## src/rtl/cipher_pkg.sv

```systemverilog
// Shared constants, types and helpers for the byte cipher link (both ends).
package cipher_pkg;

  localparam logic [7:0] ASCII_UP_A = 8'h41;
  localparam logic [7:0] ASCII_UP_Z = 8'h5A;
  localparam logic [7:0] ASCII_LO_A = 8'h61;
  localparam logic [7:0] ASCII_LO_Z = 8'h7A;
  localparam logic [5:0] ALPHA_LEN  = 6'd26;

  typedef enum logic [1:0] {KEY1, KEY2, KEY3} key_sel_t;

  // Per-stage payload. offset is the letter position inside its alphabet
  // (0..25) and is only meaningful when upper or lower is set.
  typedef struct packed {
    logic [7:0] data;
    logic       valid;
    logic       upper;
    logic       lower;
    logic [4:0] offset;
    logic       shift_en;
    logic [3:0] shift_amt;
  } stage_t;

  // Inverse Caesar step on an alphabet position: (offset - amt) mod 26.
  // amt is at most 15, so a single conditional add of 26 is enough.
  function automatic logic [4:0] unshift(input logic [4:0] offset, input logic [3:0] amt);
    logic [5:0] o;
    logic [5:0] a;
    logic [5:0] r;
    o = {1'b0, offset};
    a = {2'b00, amt};
    if (o >= a) r = o - a;
    else        r = o + ALPHA_LEN - a;
    return r[4:0];
  endfunction

endpackage

```

## src/rtl/cipher_key_sched.sv

```systemverilog
// Rotating key selector shared by the encrypt and decrypt ends. The key in
// use for a byte is the one selected before that byte is counted; the
// selection moves K1 -> K2 -> K3 -> K1 once rot_freq+1 bytes have used it.
module cipher_key_sched
  import cipher_pkg::*;
(
  input  logic       clk,
  input  logic       rst,
  input  logic       acc,
  input  logic [7:0] k1,
  input  logic [7:0] k2,
  input  logic [7:0] k3,
  input  logic [2:0] rot_freq,
  output logic [7:0] key
);

  key_sel_t   key_sel;
  key_sel_t   sel_next;
  logic [2:0] cnt;

  // Next key index in the rotation and the key currently selected.
  always_comb begin
    sel_next = KEY1;
    key      = k1;
    case (key_sel)
      KEY1:    begin sel_next = KEY2; key = k1; end
      KEY2:    begin sel_next = KEY3; key = k2; end
      KEY3:    begin sel_next = KEY1; key = k3; end
      default: begin sel_next = KEY1; key = k1; end
    endcase
  end

  // Count accepted bytes; >= lets a lowered rot_freq take effect on the
  // very next byte instead of counting up through 7 first.
  always_ff @(posedge clk or negedge rst) begin
    if (!rst) begin
      key_sel <= KEY1;
      cnt     <= 3'd0;
    end else if (acc) begin
      if (cnt >= rot_freq) begin
        cnt     <= 3'd0;
        key_sel <= sel_next;
      end else begin
        cnt <= cnt + 3'd1;
      end
    end
  end

endmodule

```

## src/rtl/decrypt_pipe.sv

```systemverilog
// Receive-side byte decryptor: XOR with the rotating key, classify the
// result, then undo the Caesar shift. Valid-only streaming: a byte is taken
// on every clk edge where en=1, there is no ready/stall, and v pulses for
// exactly one cycle per byte, three edges after the accepting edge.
module decrypt_pipe
  import cipher_pkg::*;
(
  input  logic       clk,
  input  logic       rst,
  input  logic       en,
  input  logic [7:0] din,
  input  logic [7:0] k1,
  input  logic [7:0] k2,
  input  logic [7:0] k3,
  input  logic [2:0] rot_freq,
  input  logic       shift_en,
  input  logic [3:0] shift_amt,
  input  logic       mode,
  output logic       v,
  output logic [7:0] dout
);

  logic [7:0] key;
  stage_t     s1;
  stage_t     s2;
  stage_t     s3;
  logic       up_c;
  logic       lo_c;

  cipher_key_sched u_key_sched (
    .clk      (clk),
    .rst      (rst),
    .acc      (en),
    .k1       (k1),
    .k2       (k2),
    .k3       (k3),
    .rot_freq (rot_freq),
    .key      (key)
  );

  assign up_c = (s1.data >= ASCII_UP_A) && (s1.data <= ASCII_UP_Z);
  assign lo_c = (s1.data >= ASCII_LO_A) && (s1.data <= ASCII_LO_Z);

  // Stage 1: accept the byte, strip the key (unless bypassed), latch shift config.
  always_ff @(posedge clk or negedge rst) begin
    if (!rst) begin
      s1 <= '0;
    end else begin
      s1           <= '0;
      s1.valid     <= en;
      s1.data      <= mode ? din : (din ^ key);
      s1.shift_en  <= shift_en;
      s1.shift_amt <= shift_amt;
    end
  end

  // Stage 2: classify into upper/lower alphabet and take the alphabet offset.
  always_ff @(posedge clk or negedge rst) begin
    if (!rst) begin
      s2 <= '0;
    end else begin
      s2       <= s1;
      s2.upper <= up_c;
      s2.lower <= lo_c;
      if (up_c)      s2.offset <= 5'(s1.data - ASCII_UP_A);
      else if (lo_c) s2.offset <= 5'(s1.data - ASCII_LO_A);
      else           s2.offset <= 5'd0;
    end
  end

  // Stage 3: apply the inverse shift to letters when enabled.
  always_ff @(posedge clk or negedge rst) begin
    if (!rst) begin
      s3 <= '0;
    end else begin
      s3 <= s2;
      if (s2.shift_en && (s2.upper || s2.lower))
        s3.offset <= unshift(s2.offset, s2.shift_amt);
    end
  end

  // Output register: rebuild the letter from its base, pass others through.
  always_ff @(posedge clk or negedge rst) begin
    if (!rst) begin
      v    <= 1'b0;
      dout <= 8'h00;
    end else begin
      v <= s3.valid;
      if (s3.upper)      dout <= ASCII_UP_A + {3'b000, s3.offset};
      else if (s3.lower) dout <= ASCII_LO_A + {3'b000, s3.offset};
      else               dout <= s3.data;
    end
  end

endmodule

```

## config.mk

```make
export PLATFORM = sky130hd
export DESIGN_NAME = decrypt_pipe
export DESIGN_NICKNAME = d
export VERILOG_FILES = /design/src/rtl/cipher_pkg.sv /design/src/rtl/cipher_key_sched.sv /design/src/rtl/decrypt_pipe.sv
export SDC_FILE = /design/constraint.sdc
export NUM_CORES = 1
export LEC_CHECK = 0
export ABC_CLOCK_PERIOD_IN_PS = 4240
export CORE_UTILIZATION = 50
export CTS_BUF_LIST = sky130_fd_sc_hd__clkbuf_4 sky130_fd_sc_hd__clkbuf_8 sky130_fd_sc_hd__clkbuf_16
export DETAILED_ROUTE_END_ITERATION = 16
export PLACE_DENSITY = 0.83
export SLEW_MARGIN = 20
export SYNTH_ARGS = -nofsm -noshare
export SYNTH_HDL_FRONTEND = slang
export SYNTH_SLANG_ARGS = --single-unit
```

## constraint.sdc

```tcl
create_clock -name clk -period 4.24 [get_ports clk]
set_clock_uncertainty 0.15 [all_clocks]
set_input_delay 0.848 -clock clk [delete_from_list [all_inputs] [get_ports clk]]
set_output_delay 0.848 -clock clk [all_outputs]
set_load 0.1 [all_outputs]
```

Word-level counts from Yosys, hierarchy flattened
Cells that the tools add are included.

word-level totals
  logic and storage cells = 53
  register bits after elaboration = 65
  output and inout port bits = 9

cells by class
  mux-type cells = 10
  magnitude comparators = 6
  add/subtract/negate cells = 8
  bitwise gates (word level) = 1
  reduce and logical (&&, ||, !) cells = 6
  eq/ne operators = 2

operators with widths
  cell                                                                   count
  8-bit two-way mux                                                      3
  5-bit two-way mux                                                      4
  7-bit by 5-bit adder with 8-bit output, first input constant           2
  8-bit by 7-bit >= comparator with 1-bit output, second input constant  2
  8-bit by 7-bit <= comparator with 1-bit output, second input constant  2
  8-bit one-hot mux with 2 select lines                                  1
  5-bit by 1-bit subtractor with 5-bit output, second input constant     2
  5-bit by 4-bit subtractor with 5-bit output                            2
  8-bit XOR                                                              1
  5-bit adder, second input constant                                     1
  5-bit by 4-bit >= comparator with 1-bit output                         1
  2-bit one-hot mux with 2 select lines                                  1
  3-bit by 1-bit adder with 3-bit output, second input constant          1
  3-bit >= comparator                                                    1
  1-bit logical AND                                                      3
  3-bit two-way mux                                                      1
  2-bit by 1-bit equality test with 1-bit output, second input constant  1
  2-bit equality test, second input constant                             1
  2-bit zero test                                                        1
  2-bit AND reduction                                                    1
  1-bit logical OR                                                       1

Logic depth before layout (Yosys ltp)
  depth after elaboration = 4
  depth in mapped cells = 8
  gate-level depth less buffers = 8

By module
From an unflattened synthesis, not the netlist that was laid out.

second synthesis, totals
  cells, all modules = 255
  area, all modules = 2914.0 µm²

modules (own cells, without submodules)
  module            cells each  area an instance (µm²)  instances
  decrypt_pipe      193         2416.1                  1
  cipher_key_sched  62          498.0                   1

Worst setup path before layout
Ideal clock, no wire load.

  path type = input to register
  from = in rot_freq[2]
  to = reg u_key_sched.key_sel[0]
  buffers on the path = 0
  path slack = 2158 ps
  required time = 3963 ps
  arrival = 1805 ps
  stages on the path = 6
  setup time = 127 ps
  path through = inv_1 -> ha_1 -> a21oi_1 -> o21ai_2 -> nand2_1 -> mux2_1

between the ends
  word-level cells in the longest chain between the ends = 2

ends and longest elaborated chain
  item                           RTL line                RTL
  from (decl)                    decrypt_pipe.sv:15      input logic [2:0] rot_freq,
  3-bit >= comparator            cipher_key_sched.sv:40  if (cnt >= rot_freq) begin
  2-bit AND reduction (no line)  -
  to (signal assigned)           cipher_key_sched.sv:42  key_sel <= sel_next;
  to (decl)                      cipher_key_sched.sv:17  key_sel_t key_sel;

No other way between the ends.
A chain may end at the register's enable or synchronous reset.

Worst setup path after layout
  from = reg v
  to = out v

RTL lines
  item                    RTL line            RTL
  from (decl)             decrypt_pipe.sv:19  output logic v,
  from (signal assigned)  decrypt_pipe.sv:88  v <= s3.valid;

No word-level cell between the ends.

==> metrics.txt <==
# TYPE chip_impl_metric gauge
chip_impl_metric{name="post_cts_resize_count",unit=""} 0
chip_impl_info{name="most_used_dff_post_synth",value="sky130_fd_sc_hd__dfrtp_1"} 1
chip_impl_metric{name="netlist.area_leader.share",unit=""} 0.547
chip_impl_metric{name="clockBufferDepth",unit=""} 2
chip_impl_metric{name="ff2ff_setup_slack",unit="ns"} 2.08
chip_impl_metric{name="detailedPlacementHpwl",unit="µm"} 3800
chip_impl_metric{name="grt_start_max_net_pins",unit=""} 41
chip_impl_metric{name="n_fill_cell",unit=""} 463
chip_impl_metric{name="max_freq",unit="MHz"} 359
chip_impl_metric{name="globalRouteTotalUtil",unit=""} 0.184
chip_impl_metric{name="tightestPinTransition",unit="ns"} 0.963
chip_impl_metric{name="ys_seq_area_frac",unit=""} 0.547
chip_impl_metric{name="critical-path-max-stage-delay",unit="ns"} 1.12
chip_impl_info{name="post_synth_most_frequent_cells",value="65 x sky130_fd_sc_hd__dfrtp_1, 21 x sky130_fd_sc_hd__ha_1, 20 x sky130_fd_sc_hd__inv_1, 20 x sky130_fd_sc_hd__nor2_1, 14 x sky130_fd_sc_hd__nand2_1"} 1
chip_impl_metric{name="cts_hold_repair.buffers",unit=""} 0
chip_impl_info{name="worst_path_max_delay_cell",value="sky130_fd_sc_hd__clkdlybuf4s50_1"} 1
chip_impl_metric{name="synthesis.area_per_instance",unit="µm²"} 11.7
chip_impl_metric{name="fin_hold_ws",unit="ns"} 0.197
chip_impl_metric{name="detail-route-antenna-nets",unit=""} 0
chip_impl_metric{name="finalMaxSlewViolations",unit=""} 0
chip_impl_info{name="top_cells_by_area_in_the_synthesized_netlist",value="sky130_fd_sc_hd__dfrtp_1 55%, sky130_fd_sc_hd__ha_1 8.8%, sky130_fd_sc_hd__xor2_1 3.2%"} 1
chip_impl_info{name="holdCritPathClass",value="flop to flop"} 1
chip_impl_metric{name="design.portCount",unit=""} 53
chip_impl_metric{name="syn-instance-count",unit=""} 255
chip_impl_metric{name="cp_num_buf_inv",unit=""} 1
chip_impl_metric{name="synth_edf_count",unit=""} 0
chip_impl_metric{name="grt_pass1_vias",unit=""} 2029
chip_impl_metric{name="routed-via-count",unit=""} 2033
chip_impl_metric{name="synth-seq-cells",unit=""} 65
chip_impl_metric{name="grt_remaining_overflow",unit=""} 0
chip_impl_metric{name="floorplan.initialDensity",unit=""} 0.530
chip_impl_metric{name="power_per_cell_area",unit="mW/mm²"} 756
chip_impl_metric{name="core_area",unit="mm²"} 0.00561
chip_impl_metric{name="setup_viol",unit=""} 0
chip_impl_metric{name="crit_required",unit="ns"} 3.24
chip_impl_metric{name="multiInputGateArea",unit="mm²"} 0.00122
chip_impl_metric{name="synth.lib_cells_used.distinct",unit=""} 42
chip_impl_metric{name="post-route-period-util",unit=""} 0.657
chip_impl_metric{name="ff_latch_area",unit="mm²"} 0.00163
chip_impl_metric{name="avgRoutedWirePerCell",unit="µm"} 12.7
chip_impl_metric{name="cts_inserted_buffers",unit=""} 9
chip_impl_info{name="clockRootBuffer",value="sky130_fd_sc_hd__clkbuf_8"} 1
chip_impl_metric{name="worst_skew_pair.late_latency",unit="ns"} 0.34
chip_impl_metric{name="cts_post_setup_buffers_inserted",unit=""} 0
chip_impl_info{name="synthMostInstantiatedCell",value="sky130_fd_sc_hd__dfrtp_1"} 1
chip_impl_info{name="crit_path_end_kind",value="output port"} 1
chip_impl_metric{name="worst_setup_hold_path_clk_slew",unit="ns"} 0.07
chip_impl_metric{name="period_minus_slack",unit="ns"} 2.79
chip_impl_metric{name="max_slew_margin",unit=""} 0.356
chip_impl_info{name="crit_path_start_kind",value="flop"} 1
chip_impl_metric{name="final_nets",unit=""} 379
chip_impl_metric{name="number_of_antenna_violations_at_the_first_check_in_global_routing",unit=""} 0
chip_impl_metric{name="crit_fanout",unit=""} 1
chip_impl_metric{name="first_pass_grt_wire_length",unit="µm"} 8700
chip_impl_info{name="unrepaired_setup_endpoints_after_global_routing",value="false"} 1
chip_impl_metric{name="depth_of_the_cts_h_tree",unit=""} 3
chip_impl_metric{name="routed_wirelength",unit="µm"} 4940
chip_impl_info{name="worst-setup-path-type",value="flop to output port"} 1
chip_impl_info{name="synth_area_leader_cell",value="sky130_fd_sc_hd__dfrtp_1"} 1
chip_impl_metric{name="routabilityCongestion",unit=""} 0.854
chip_impl_metric{name="setup-tns-final",unit="ns"} 0
chip_impl_metric{name="max-vdd-ir-drop",unit="V"} 0.000571
chip_impl_metric{name="synthesis.nets",unit=""} 322
chip_impl_metric{name="drc",unit=""} 0
chip_impl_metric{name="yosysWarnings",unit=""} 0
chip_impl_info{name="critical_path.startpoint",value="v$_DFF_PN0_"} 1
chip_impl_metric{name="critPathArrivalTime",unit="ns"} 1.79
chip_impl_info{name="result_of_the_run",value="completed"} 1
chip_impl_info{name="cts_tree",value="yes"} 1
chip_impl_metric{name="diodes",unit=""} 0
chip_impl_metric{name="drv.max_cap_violation_count",unit=""} 0
chip_impl_metric{name="post_drt_via_cell_ratio",unit=""} 5.23
chip_impl_metric{name="num_rows",unit=""} 27
chip_impl_metric{name="netlist_area_before_placement",unit="mm²"} 0.00297
chip_impl_metric{name="die_w",unit="µm"} 79.1
chip_impl_metric{name="area_growth_syn_to_layout",unit="%"} 25.8
chip_impl_info{name="worst_reg2reg_startpoint",value="s2[1]$_DFF_PN0_"} 1
chip_impl_metric{name="ffs_w_async_s_r_synth",unit=""} 1.00
chip_impl_metric{name="cellLeakagePower",unit="nW"} 1.68
chip_impl_metric{name="numPortBuffers",unit=""} 52
chip_impl_metric{name="dieHeight",unit="µm"} 79.1
chip_impl_metric{name="final_layout_size_suffix_gt1_frac",unit=""} 0.0852
chip_impl_metric{name="timing.final.hold_violations",unit=""} 0
chip_impl_metric{name="floorplan.die_area",unit="mm²"} 0.00626
chip_impl_metric{name="drtPass1Iterations",unit=""} 4
chip_impl_metric{name="clock_sinks",unit=""} 65
chip_impl_metric{name="drt_iter0_markers",unit=""} 84
chip_impl_info{name="holdCritStartpoint",value="s2[20]$_DFF_PN0_"} 1
chip_impl_info{name="critical_path_cell_sequence",value="clkdlybuf4s50_1"} 1
chip_impl_info{name="cp_top_family",value="buffers and inverters"} 1
==> cell usage in the layout, fill, tap and decap left out, drive strengths merged, types with 3 or more instances in the layout <==
master	netlist	routed
a211oi	9	9
a21o	4	4
a21oi	9	9
a22oi	10	10
clkbuf	1	10
clkdlybuf4s50	0	51
dfrtp	65	65
ha	21	21
inv	21	22
mux2	4	4
nand2	14	14
nand2b	5	5
nand3	6	6
nor2	20	20
nor2b	4	4
nor3	9	9
o21a	3	3
o21ai	9	9
xnor2	6	6
xor2	11	11
==> flip-flops by register name, summed over array words and instances, names as in the netlist <==
name,count
u_key_sched.key_sel,2
dout,8
s2,21
u_key_sched.cnt,3
s1,14
v,1
s3,16
==> through the flow <==
step / instances / area [µm²] / setup slack (ns) / power, mW / util
after detailed placement: 373 / 3540 / 1.57 / 2.32 / 0.631
after floorplan: 255 / 2970 / 2.16 / 2.03 / -
after CTS: 389 / 3740 / 1.43 / 2.84 / 0.667
final: 389 / 3740 / 1.45 / 2.83 / 0.667
after global routing: 389 / 3740 / 1.41 / 3.01 / 0.667
after global placement: 373 / 3540 / 1.65 / 2.26 / 0.631
==> routing by layer <==
| metal | up-vias | global-route usage | wire length [µm] |
|---|---|---|---|
| met5 | - | 0 | 0 |
| met4 | 0 | 0.0691 | 123 |
| met1 | 965 | 0.208 | 2050 |
| li1 | 989 | - | - |
| met2 | 69 | 0.324 | 2500 |
| met3 | 10 | 0.0575 | 265 |
==> where the power goes <==
part / leakage, nW / switching [mW] / internal (mW)
sequential: 0.789 / 0.148 / 0.854
clock: 0.0963 / 0.238 / 0.280
combinational: 0.797 / 0.813 / 0.493
total: 1.68 / 1.20 / 1.63
==> path summary, 6_finish.rpt <==
path / end / depth (start not counted)
setup / recovery: v / 1
hold / removal: s3[20]$_DFF_PN0_ / 0
setup reg to reg: s3[8]$_DFF_PN0_ / 8
hold reg to reg: s3[20]$_DFF_PN0_ / 0
max in group asynchronous: s2[19]$_DFF_PN0_ / 2
min in group asynchronous: s2[3]$_DFF_PN0_ / 1
==> layout make-up <==
cell class,count,share of cell area
flip-flops and latches,65,0.435
multi-input cells,162,0.327
repair buffers,53,0.140
clock buffers,10,0.0351
well taps,72,0.0241
inverters,21,0.0211
clock inverters,6,0.0181
==> kinds of logic after synthesis <==
| group | count (synthesis) | share of synthesized area |
|---|---|---|
| xor+xnor | 17 | 0.0501 |
| flops | 65 | 0.547 |
| fa+ha+maj | 23 | 0.102 |
| compound gates | 53 | 0.135 |
| simple gates | 63 | 0.101 |
| mux | 6 | 0.0231 |
| buf+inv | 28 | 0.0421 |
(Power assumes the default switching activity.)
